## config.mk

```make
export PLATFORM = sky130hd
export DESIGN_NAME = tdc_edge_counter
export DESIGN_NICKNAME = d
export VERILOG_FILES = /design/src/rtl/tdc_pkg.sv /design/src/rtl/tdc_sync.sv /design/src/rtl/tdc_edge_counter.sv
export SDC_FILE = /design/constraint.sdc
export NUM_CORES = 1
export LEC_CHECK = 0
export CELL_PAD_IN_SITES_DETAIL_PLACEMENT = 2
export CELL_PAD_IN_SITES_GLOBAL_PLACEMENT = 2
export CORE_MARGIN = 1.5
export CORE_UTILIZATION = 25
export CTS_CLUSTER_DIAMETER = 200
export DETAILED_ROUTE_END_ITERATION = 12
export DONT_BUFFER_PORTS = 1
export GPL_ROUTABILITY_DRIVEN = 0
export PLACE_DENSITY = 0.63
export SYNTH_ARGS = -nofsm -noshare
export SYNTH_HDL_FRONTEND = slang
export SYNTH_SLANG_ARGS = --single-unit
export TNS_END_PERCENT = 1
```

## constraint.sdc

```tcl
create_clock -name i_clk -period 3.9 [get_ports i_clk]
set_input_delay 0.585 -clock i_clk [delete_from_list [all_inputs] [get_ports i_clk]]
set_output_delay 0.585 -clock i_clk [all_outputs]
set_load 0.01 [all_outputs]
```

## src/rtl/tdc_pkg.sv

```systemverilog
// Shared FSM state encoding and default sizing for the ring-oscillator TDC.
package tdc_pkg;

    localparam int unsigned DEF_COUNT_WIDTH    = 16;
    localparam int unsigned DEF_CYCLE_WIDTH    = 16;
    localparam int unsigned DEF_TIMEOUT_CYCLES = 1000;
    localparam int unsigned DEF_SYNC_STAGES    = 2;

    typedef logic [1:0] tdc_state_t;

    localparam tdc_state_t ST_IDLE = 2'd0;
    localparam tdc_state_t ST_RUN  = 2'd1;
    localparam tdc_state_t ST_DONE = 2'd2;

endpackage

```

## src/rtl/tdc_sync.sv

```systemverilog
// Multi-flop synchronizer bringing the asynchronous ring pulse into the i_clk domain.
module tdc_sync
    import tdc_pkg::*;
#(
    parameter int unsigned STAGES = DEF_SYNC_STAGES
) (
    input  logic i_clk,
    input  logic i_reset,
    input  logic i_d,
    output logic o_q
);
    logic [STAGES-1:0] sync_q;
    logic [STAGES-1:0] sync_d;

    always_comb begin
        sync_d = {sync_q[STAGES-2:0], i_d};
    end

    always_ff @(posedge i_clk or posedge i_reset) begin
        if (i_reset) begin
            sync_q <= '0;
        end else begin
            sync_q <= sync_d;
        end
    end

    assign o_q = sync_q[STAGES-1];

endmodule

```

## src/rtl/tdc_edge_counter.sv

```systemverilog
// Ring-oscillator TDC: counts synchronized ring rising edges and i_clk cycles between
// start and stop/timeout, then holds the latched result until the consumer accepts it.
module tdc_edge_counter
    import tdc_pkg::*;
#(
    parameter int unsigned COUNT_WIDTH    = DEF_COUNT_WIDTH,
    parameter int unsigned CYCLE_WIDTH    = DEF_CYCLE_WIDTH,
    parameter int unsigned TIMEOUT_CYCLES = DEF_TIMEOUT_CYCLES,
    parameter int unsigned SYNC_STAGES    = DEF_SYNC_STAGES
) (
    input  logic                   i_clk,
    input  logic                   i_reset,
    input  logic                   i_start,
    input  logic                   i_stop,
    input  logic                   i_ring,
    output logic                   o_ring_en,
    output logic [COUNT_WIDTH-1:0] o_count,
    output logic [CYCLE_WIDTH-1:0] o_cycles,
    output logic                   o_overflow,
    output logic                   o_timeout,
    output logic                   o_valid,
    input  logic                   i_ready,
    output logic                   o_busy
);
    localparam logic [CYCLE_WIDTH-1:0] TIMEOUT_LIM = CYCLE_WIDTH'(TIMEOUT_CYCLES);

    tdc_state_t             state_q, state_d;
    logic [COUNT_WIDTH-1:0] edge_cnt_q, edge_cnt_d;
    logic [CYCLE_WIDTH-1:0] cyc_cnt_q, cyc_cnt_d;
    logic [CYCLE_WIDTH-1:0] cyc_next;
    logic                   ovf_q, ovf_d;
    logic [COUNT_WIDTH-1:0] count_q, count_d;
    logic [CYCLE_WIDTH-1:0] cycles_q, cycles_d;
    logic                   overflow_q, overflow_d;
    logic                   timeout_q, timeout_d;
    logic                   ring_s;
    logic                   ring_prev_q, ring_prev_d;
    logic                   ring_rise;

    tdc_sync #(
        .STAGES (SYNC_STAGES)
    ) u_sync (
        .i_clk   (i_clk),
        .i_reset (i_reset),
        .i_d     (i_ring),
        .o_q     (ring_s)
    );

    always_comb begin
        ring_prev_d = ring_s;
        ring_rise   = ring_s & ~ring_prev_q;
        cyc_next    = cyc_cnt_q + CYCLE_WIDTH'(1);

        state_d    = state_q;
        edge_cnt_d = edge_cnt_q;
        cyc_cnt_d  = cyc_cnt_q;
        ovf_d      = ovf_q;
        count_d    = count_q;
        cycles_d   = cycles_q;
        overflow_d = overflow_q;
        timeout_d  = timeout_q;

        case (state_q)
            ST_IDLE: begin
                if (i_start) begin
                    state_d    = ST_RUN;
                    edge_cnt_d = '0;
                    cyc_cnt_d  = '0;
                    ovf_d      = 1'b0;
                end
            end
            ST_RUN: begin
                cyc_cnt_d = cyc_next;
                if (ring_rise) begin
                    if (&edge_cnt_q) begin
                        ovf_d = 1'b1;
                    end else begin
                        edge_cnt_d = edge_cnt_q + COUNT_WIDTH'(1);
                    end
                end
                // Latch from the _d values so an edge in the final RUN cycle is included.
                if (i_stop || (cyc_next == TIMEOUT_LIM)) begin
                    state_d    = ST_DONE;
                    count_d    = edge_cnt_d;
                    cycles_d   = cyc_next;
                    overflow_d = ovf_d;
                    timeout_d  = ~i_stop;
                end
            end
            ST_DONE: begin
                if (i_ready) begin
                    state_d = ST_IDLE;
                end
            end
            default: begin
                state_d = ST_IDLE;
            end
        endcase
    end

    always_ff @(posedge i_clk or posedge i_reset) begin
        if (i_reset) begin
            state_q     <= ST_IDLE;
            edge_cnt_q  <= '0;
            cyc_cnt_q   <= '0;
            ovf_q       <= 1'b0;
            count_q     <= '0;
            cycles_q    <= '0;
            overflow_q  <= 1'b0;
            timeout_q   <= 1'b0;
            ring_prev_q <= 1'b0;
        end else begin
            state_q     <= state_d;
            edge_cnt_q  <= edge_cnt_d;
            cyc_cnt_q   <= cyc_cnt_d;
            ovf_q       <= ovf_d;
            count_q     <= count_d;
            cycles_q    <= cycles_d;
            overflow_q  <= overflow_d;
            timeout_q   <= timeout_d;
            ring_prev_q <= ring_prev_d;
        end
    end

    assign o_ring_en  = (state_q == ST_RUN);
    assign o_busy     = (state_q != ST_IDLE);
    assign o_valid    = (state_q == ST_DONE);
    assign o_count    = count_q;
    assign o_cycles   = cycles_q;
    assign o_overflow = overflow_q;
    assign o_timeout  = timeout_q;

endmodule

```

Word level (Yosys, flattened, before mapping)
Index checks and enable logic that the tools add are counted.

storage, ports and cells
  register bits after elaboration = 72
  bits in latches = 0
  RAM bits = 0
  bits in read-only memories = 0
  input bits = 6
  output and inout port bits = 37
  word-level logic and storage cells = 42
  memories kept = 0

operators by class
  $add $sub $neg = 2
  $mul = 0
  divide/modulo/power cells = 0
  $lt $le $gt $ge = 0
  equal/unequal tests = 6
  shift operators = 0
  multiplexer cells = 13
  bitwise logic cells = 3
  reduce and logical (&&, ||, !) cells = 8

operator list
  operator                                                           number
  16-bit case mux with 2 select lines                                2
  16-bit two-way mux                                                 3
  16-bit by 1-bit adder with 16-bit output, second input constant    2
  16-bit by 10-bit == test with 1-bit output, second input constant  1
  16-bit AND reduction                                               1
  2-bit two-way mux                                                  3
  2-bit case mux with 3 select lines                                 1
  2-bit by 1-bit != test with 1-bit output, second input constant    2
  2-bit AND reduction                                                2
  2-bit nonzero test                                                 2
  1-bit two-way mux                                                  3
  3-bit AND reduction                                                1
  2-bit by 1-bit == test with 1-bit output, second input constant    1
  2-bit == test, second input constant                               1
  2-bit zero test                                                    1
  2-bit != test, second input constant                               1
  1-bit inverter                                                     2
  1-bit case mux with 2 select lines                                 1
  1-bit bitwise AND                                                  1
  1-bit logical OR                                                   1

Depth between registers and ports, before layout
Gate-level depths: netlist (run 1).

  depth after elaboration = 5
  gate-level depth with buffers = 9
  mapped depth without buffers = 7

By module
A second synthesis (run 1) with hierarchy kept.

second synthesis, totals
  cells, all modules = 513
  area, all modules = 4510.6 um2

modules (own cells, without submodules)
  module            instances  cells an instance  area each (um2)  sequential area each (um2)
  tdc_edge_counter  1          510                4456.8           1751.7
  tdc_sync          1          3                  53.8             50.0

Worst setup path before layout (run 1)
OpenSTA, ideal clock, no wires.

  path type = reg-to-reg
  start point = reg cyc_cnt_q[0]
  end point = reg count_q[0], in the netlist o_count[0]
  setup time = 0.125 ns
  arrival time = 2.621 ns
  required time = 3.775 ns
  setup slack = 1.154 ns
  cell stages (with the launch flop) = 9
  buffers on the path = 2
  clock period less this slack = 2.746 ns
  cell sequence = dfrtp_1 ha_1 nand4_2 or4_1 a311o_1 o41a_1 buf_6 buf_6 mux2_4

between the ends
  longest elaborated chain between the ends = 4

ends and longest elaborated chain
  item                                        RTL line                 source
  start: declaration                          tdc_edge_counter.sv:29   logic [CYCLE_WIDTH-1:0] cyc_cnt_q, cyc_cnt_d;
  start signal: assignment                    tdc_edge_counter.sv:115  cyc_cnt_q <= cyc_cnt_d;
  16-bit by 1-bit adder with 16-bit output    tdc_edge_counter.sv:52   cyc_next = cyc_cnt_q + CYCLE_WIDTH'(1);
  16-bit by 10-bit == test with 1-bit output  tdc_edge_counter.sv:82   if (i_stop || (cyc_next == TIMEOUT_LIM)) begin
  1-bit logical OR                            tdc_edge_counter.sv:82
  2-bit AND reduction (no source line)        --
  end signal: assignment                      tdc_edge_counter.sv:117  count_q <= count_d;
  end: declaration                            tdc_edge_counter.sv:32   logic [COUNT_WIDTH-1:0] count_q, count_d;

Every way passes these cells.
A chain may end at the register's enable or synchronous reset.

Worst setup path after layout (run 1)
  start point = reg cyc_cnt_q[0]
  end point = reg count_q[15], in the netlist o_count[15]

The elaborated chain is that of the path after synthesis.

==> metrics.yaml, run 1 <==
floorplanning:
  fp.dieH_um: 126
  floorplan.initialDensity_pct: 25.8
  fp.coreArea_um2: 14700
  num_rows: 44
  ioPinCount: 43
  chipWidth_um: 126
  die_area_um2: 15900
final_layout:
  final_core_util_pct: 28.6
  fillCellCount: 1573
  share_of_final_layout_standard_cells_stronger_than_drive_strength_1_pct: 12.6
  n_antenna_cell: 0
  final_nets: 370
  synthToLayoutAreaGrowth_pct: 10.8
yosys:
  post-synth-top-area-cell: "dfrtp_1"
  synth_top_area_share_pct: 47.4
  synth-seq-area-share_pct: 47.4
  synth-seq-cells: 72
  syn-cell-area_um2: 3800
  synth.most_common_cell: "dfrtp_1"
  synth-edff-count: 0
  syn_avg_cell_area_um2: 10.3
  ys_warn_count: 0
  synth_top_cells_by_count: "dfrtp_1 (72), o21ai_0 (36), nand2_1 (31)"
  syn-instance-count: 370
  synth.top_cells.by_area: "dfrtp_1 (47%), mux2_4 (7.5%), xnor2_1 (4.8%)"
  synth_nets: 379
  async_flop_share_pct: 100
  post_synth_num_cell_types: 56
  dominantRegCellSynth: "dfrtp_1"
cts:
  cts_repair_resize_count: 0
  cts_inserted_buffers: 9
  insertion_delay_ns: 0.33
  clock-sinks: 72
  cts.hold.buffers_added: 0
  htreeDepth: 3
  cts_max_path_buffers: 2
  root_buffer: "clkbuf_16"
  cts_tree: "built"
  clk_pin_slew_worst_paths_ns: 0.06
  post-cts-setup-buffers: 0
power_and_ir_drop:
  total_leakage_power_nw: 1.82
  totalPowerFinal_mw: 2.25
  vdd_drop_max_v: 0.000229
  pwr_density_cell_nw_per_um2: 535
outcome:
  result_of_the_run: "finished, final reports clean"
drt:
  antenna_left: 0
  drt-pass1-iter-count: 4
  drcViolationCount: 0
  route.detailed.vias_per_inst: 5.07
  drt_iter0_markers: 88
  detail_route.wl_per_cell_um: 18.0
  detailed_route_via_count: 2780
  totalWireLength_um: 9840
min_path:
  hold_class: "in2async"
timing:
  finalCriticalPeriod_ns: 3.46
  final.hold.worst_slack_ns: 0.200
  grt_setup_unrepaired: "no"
  fin_tns_setup_ns: 0
  worst_pin_slew_ns: 1.11
  final.setup_skew_ns: 0.00588
  slew_headroom_pct: 26.0
  timing.final.setup_violations: 0
  final.period_utilization_pct: 88.8
  final_hold_viol_count: 0
  timing.final.max_slew_violations: 0
  max_freq_ghz: 0.289
worst_setup_path:
  worst-path-max-fanout: 34
  critPathRequiredTime_ns: 4.11
  worstSetupStartpointType: "register"
  cp.arrival_ns: 3.67
  critPathKind: "reg2reg"
  worstSetupEndpointType: "register"
global_route:
  grt_pass1_vias: 3052
  gr-total-overflow: 0
  number_of_antenna_violations_at_the_first_check_in_global_routing: 0
  global_route.usage.total_pct: 13.2
  grt_first_pass_wirelength_um: 16400
  grt_start_max_net_pins: 46
place:
  port_buffers: 0
  place_hpwl_um: 6630
job:
  cap_violations: 0
## metrics by stage
stage | setup WS (ns) | cells | cell area [um2]
2_1_floorplan | 1.15 | 370 | 3800
4_1_cts | 0.377 | 548 | 4210
6_report | 0.437 | 548 | 4210
5_1_grt | 0.171 | 548 | 4210
3_5_place_dp | 0.427 | 534 | 3940
3_3_place_gp | 0.567 | 534 | 3940
## per-layer routing
layer	routed length, um	GRT usage [%]	vias to the layer above
li1	-	-	1301
met1	4720	17.0	1436
met2	4560	21.5	35
met3	426	3.19	8
met4	144	5.27	0
met5	0	0	-
## critical path, cell delays in order, from the launching register on
cell and delay, ns:
dfrtp_1 0.44, ha_1 0.32, nand4_2 0.24, nor4_2 0.58, nand4b_1 0.17, o311a_1 0.18, o41a_2 0.91, mux2_1 0.48
## state kept, by name (all words and copies together) (netlist names)
| name | flops |
|---|---|
| cyc_cnt_q | 16 |
| edge_cnt_q | 16 |
| o_count | 16 |
| o_cycles | 16 |
| state_q | 2 |
| u_sync.sync_q | 2 |
| o_overflow | 1 |
| o_timeout | 1 |
| ovf_q | 1 |
| ring_prev_q | 1 |
## placed cells by master (no fill, tap or decap), types with 7 or more instances in the layout
master,Yosys,layout
a21oi_1,12,12
clkbuf_16,0,9
dfrtp_1,72,72
inv_1,18,17
mux2_4,19,19
nand2_1,31,31
nand2b_1,7,7
nand3_1,8,8
nand4_1,9,9
nor2_1,21,21
nor4_1,7,7
o21ai_0,36,36
o31ai_1,10,10
xnor2_1,21,21
## logic make-up (layout without fill, tap and decap cells)
family | count (synthesis) | after routing | share of synthesized area, %
mux | 30 | 30 | 10.6
simple gates | 111 | 111 | 15.6
fa+ha+maj | 3 | 3 | 0.989
compound gates | 88 | 88 | 14.7
buf+inv | 42 | 36 | 5.14
flops | 72 | 72 | 47.4
xor+xnor | 24 | 24 | 5.54
## report_power, final
part | switching [mW] | internal, mW | total, mW
logic | 0.357 | 0.194 | 0.551
registers | 0.100 | 0.822 | 0.922
clock network | 0.302 | 0.476 | 0.778
total | 0.759 | 1.49 | 2.25
## worst paths after layout
kind                                  start          endpoint  slack [ns]  depth (start not counted)
max                            cyc_cnt_q[0]       o_count[15]        0.44                          7
min                                 i_reset        o_count[3]        0.20                          1
max reg2reg                    cyc_cnt_q[0]       o_count[15]        0.44                          7
min reg2reg                u_sync.sync_q[0]  u_sync.sync_q[1]        0.36                          0
max in group asynchronous           i_reset      cyc_cnt_q[2]        2.64                          2
min in group i_clk                   i_ring  u_sync.sync_q[0]        0.28                          0
## area by class of cell
class | instances | area, um2 | share of cell area, %
inverter | 18 | 67.6 | 1.61
timing repair buffer | 4 | 30.0 | 0.713
sequential | 72 | 1800 | 42.8
clock buffer | 14 | 274 | 6.51
multi-input combinational | 256 | 1810 | 42.9
tap | 184 | 230 | 5.47
(Power assumes the default switching activity.)
==> run 2: changes to the inputs <==
Settings changed: SLEW_MARGIN from default to 20.
Clock period 3.9 ns to 3.5 ns, I/O delays scaled along.
==> run 2 against run 1 <==
- cell count grew 1.1%
- die area is the same
- worst hold slack lost 0.090 ns
- fmax grew 8.3%
- worst setup slack lost 0.14 ns
- highest routed layer unchanged
==> metrics.yaml, run 2 (synthesis results as in run 1) <==
cts:
  cts.hold.buffers_added: 0  # unchanged
  insertion_delay_ns: 0.34  # about the same
  post-cts-setup-buffers: 0  # unchanged
  cts_tree: "built"
  cts_repair_resize_count: 0  # unchanged
  htreeDepth: 3  # unchanged
  cts_inserted_buffers: 9  # unchanged
  clk_pin_slew_worst_paths_ns: 0.06  # about the same
  root_buffer: "clkbuf_16"
  clock-sinks: 72  # unchanged
  cts_max_path_buffers: 2  # unchanged
final_layout:
  final_core_util_pct: 29.6  # +0.94 points
  synthToLayoutAreaGrowth_pct: 14.5
  fillCellCount: 1600  # +1.7%
  final_cell_mix: "dfrtp_1 (72), o21ai_0 (36), nand2_1 (31), nor2_1 (21), xnor2_1 (21)"
  mostFrequentLayoutCell: "dfrtp_1"
  final_nets: 374  # +1.1%
  n_antenna_cell: 0  # unchanged
  share_of_final_layout_standard_cells_stronger_than_drive_strength_1_pct: 14.3  # +1.7 points
  post-route-cell-area_um2: 4350  # +3.3%
global_route:
  global_route.usage.total_pct: 13.7  # +0.50 points
  grt_start_max_net_pins: 32  # -30%
  grt_first_pass_wirelength_um: 17000  # +3.8%
  grt_pass1_vias: 3168  # +3.8%
  gr-total-overflow: 0  # unchanged
  number_of_antenna_violations_at_the_first_check_in_global_routing: 0  # unchanged
timing:
  worst_pin_slew_ns: 0.755  # -0.355 ns
  final.setup_skew_ns: 0.00629  # +0.000415 ns
  max_freq_ghz: 0.313  # +8.3%
  slew_headroom_pct: 49.2  # +23 points
  timing.final.max_slew_violations: 0  # unchanged
  final.period_utilization_pct: 91.4  # +2.6 points
  finalCriticalPeriod_ns: 3.20  # -0.264 ns
  fin_tns_setup_ns: 0  # unchanged
  timing.final.setup_violations: 0  # unchanged
  timing.final.ws_setup_ns: 0.301  # -0.136 ns
  final_hold_viol_count: 0  # unchanged
  grt_setup_unrepaired: "no"
power_and_ir_drop:
  power.sequential.fraction_pct: 36.5  # -4.5 points
  total_leakage_power_nw: 1.88  # +3.6%
  clock_network_power_share_pct: 40.9  # +6.3 points
  cellInternalPower_mw: 1.94  # +30%
  switching_share_pct: 31.2  # -2.5 points
  power_switching_mw: 0.877  # +15%
  vdd_drop_max_v: 0.000265  # +16%
  pwr_density_cell_nw_per_um2: 647  # +21%
  comb_power_share_pct: 22.6  # -1.9 points
drt:
  drt_iter0_markers: 99  # +13%
  route.detailed.vias_per_inst: 5.04  # -0.69%
  totalWireLength_um: 10100  # +3.1%
  antenna_left: 0  # unchanged
  detailed_route_via_count: 2791  # +0.40%
  drcViolationCount: 0  # unchanged
  drt-pass1-iter-count: 4  # unchanged
  detail_route.wl_per_cell_um: 18.3  # +2.0%
worst_setup_path:
  critPathKind: "reg2reg"
  worstSetupEndpointType: "register"
  worstSetupStartpointType: "register"
  crit_path_start: "cyc_cnt_q[0]"
  worst-path-max-fanout: 26  # -24%
  worst_r2r_startpoint: "cyc_cnt_q[0]"
  cp.arrival_ns: 3.42  # -0.25 ns
  critPathRequiredTime_ns: 3.72  # -0.39 ns
floorplanning:
  floorplan.initialDensity_pct: 25.8  # unchanged
  chipWidth_um: 126  # unchanged
  num_rows: 44  # unchanged
  fp.dieH_um: 126  # unchanged
  ioPinCount: 43  # unchanged
  die_area_um2: 15900  # unchanged
  fp.coreArea_um2: 14700  # unchanged
place:
  post_dp_cell_area_um2: 3980  # +1.1%
  port_buffers: 0  # unchanged
  place_hpwl_um: 6970  # +5.1%
  preCtsSetupSlack_ns: 0.326  # -0.101 ns
job:
  cap_violations: 0  # unchanged
outcome:
  result_of_the_run: "finished, final reports clean"
min_path:
  hold_class: "in2async"
run 2: cell types whose count changed in the layout (fill, tap and decap cells not counted):
| cell | before | now |
|---|---|---|
| bufinv_16 | 0 | 4 |
| buf_4 | 4 | 7 |
| clkbuf_8 | 3 | 1 |
| buf_12 | 0 | 1 |
| clkbuf_1 | 2 | 1 |
| clkinvlp_4 | 0 | 1 |
run 2: worst paths after layout:
check	end	slack, ns	cells past startpoint
setup / recovery	o_count[2]	0.30	7
hold / removal	edge_cnt_q[6]	0.11	1
setup reg to reg	o_count[2]	0.30	7
hold reg to reg	u_sync.sync_q[1]	0.35	0
max in group asynchronous	cyc_cnt_q[2]	2.64	2
min in group i_clk	u_sync.sync_q[0]	0.21	0
run 2: final cells by class:
| cell class | count | area (um2) | share of cell area [%] |
|---|---|---|---|
| clock buffer | 11 | 243 | 5.58 |
| clock inverter | 5 | 128 | 2.94 |
| inverter | 18 | 67.6 | 1.55 |
| multi-input combinational | 256 | 1810 | 41.5 |
| sequential | 72 | 1800 | 41.4 |
| tap | 184 | 230 | 5.29 |
| timing repair buffer | 8 | 72.6 | 1.67 |
run 2: worst max-delay path: stages (launching register included):
cell	delay, ns
dfrtp_1	0.46
ha_1	0.33
nand4_2	0.24
or4_1	0.56
a311o_1	0.36
o41a_2	0.54
buf_12	0.23
mux2_4	0.32
run 2: power by group through the flow:
stage               combinational, mW  sequential (mW)  clock, mW
finish                          0.636             1.03       1.15
global route                    0.720             1.04       1.20
CTS                             0.659             1.03       1.18
detailed placement              0.655             1.04          0
global placement                0.632             1.04          0
floorplan                       0.478             1.01          0
run 2: layer usage:
layer / wire (um) / share of wire [%] / track usage (%)
met1: 4760 / 47 / 17.4
met2: 4770 / 47 / 22.7
met3: 448 / 4.4 / 3.36
met4: 175 / 1.7 / 5.27
met5: 0 / 0 / 0
run 2: through the flow:
step	power, mW	cells	hold WS (ns)
after floorplan	1.48	370	0.331
after global routing	2.96	554	0.144
final	2.81	554	0.110
after global placement	1.67	538	0.333
after CTS	2.86	554	0.133
after detailed placement	1.70	538	0.339
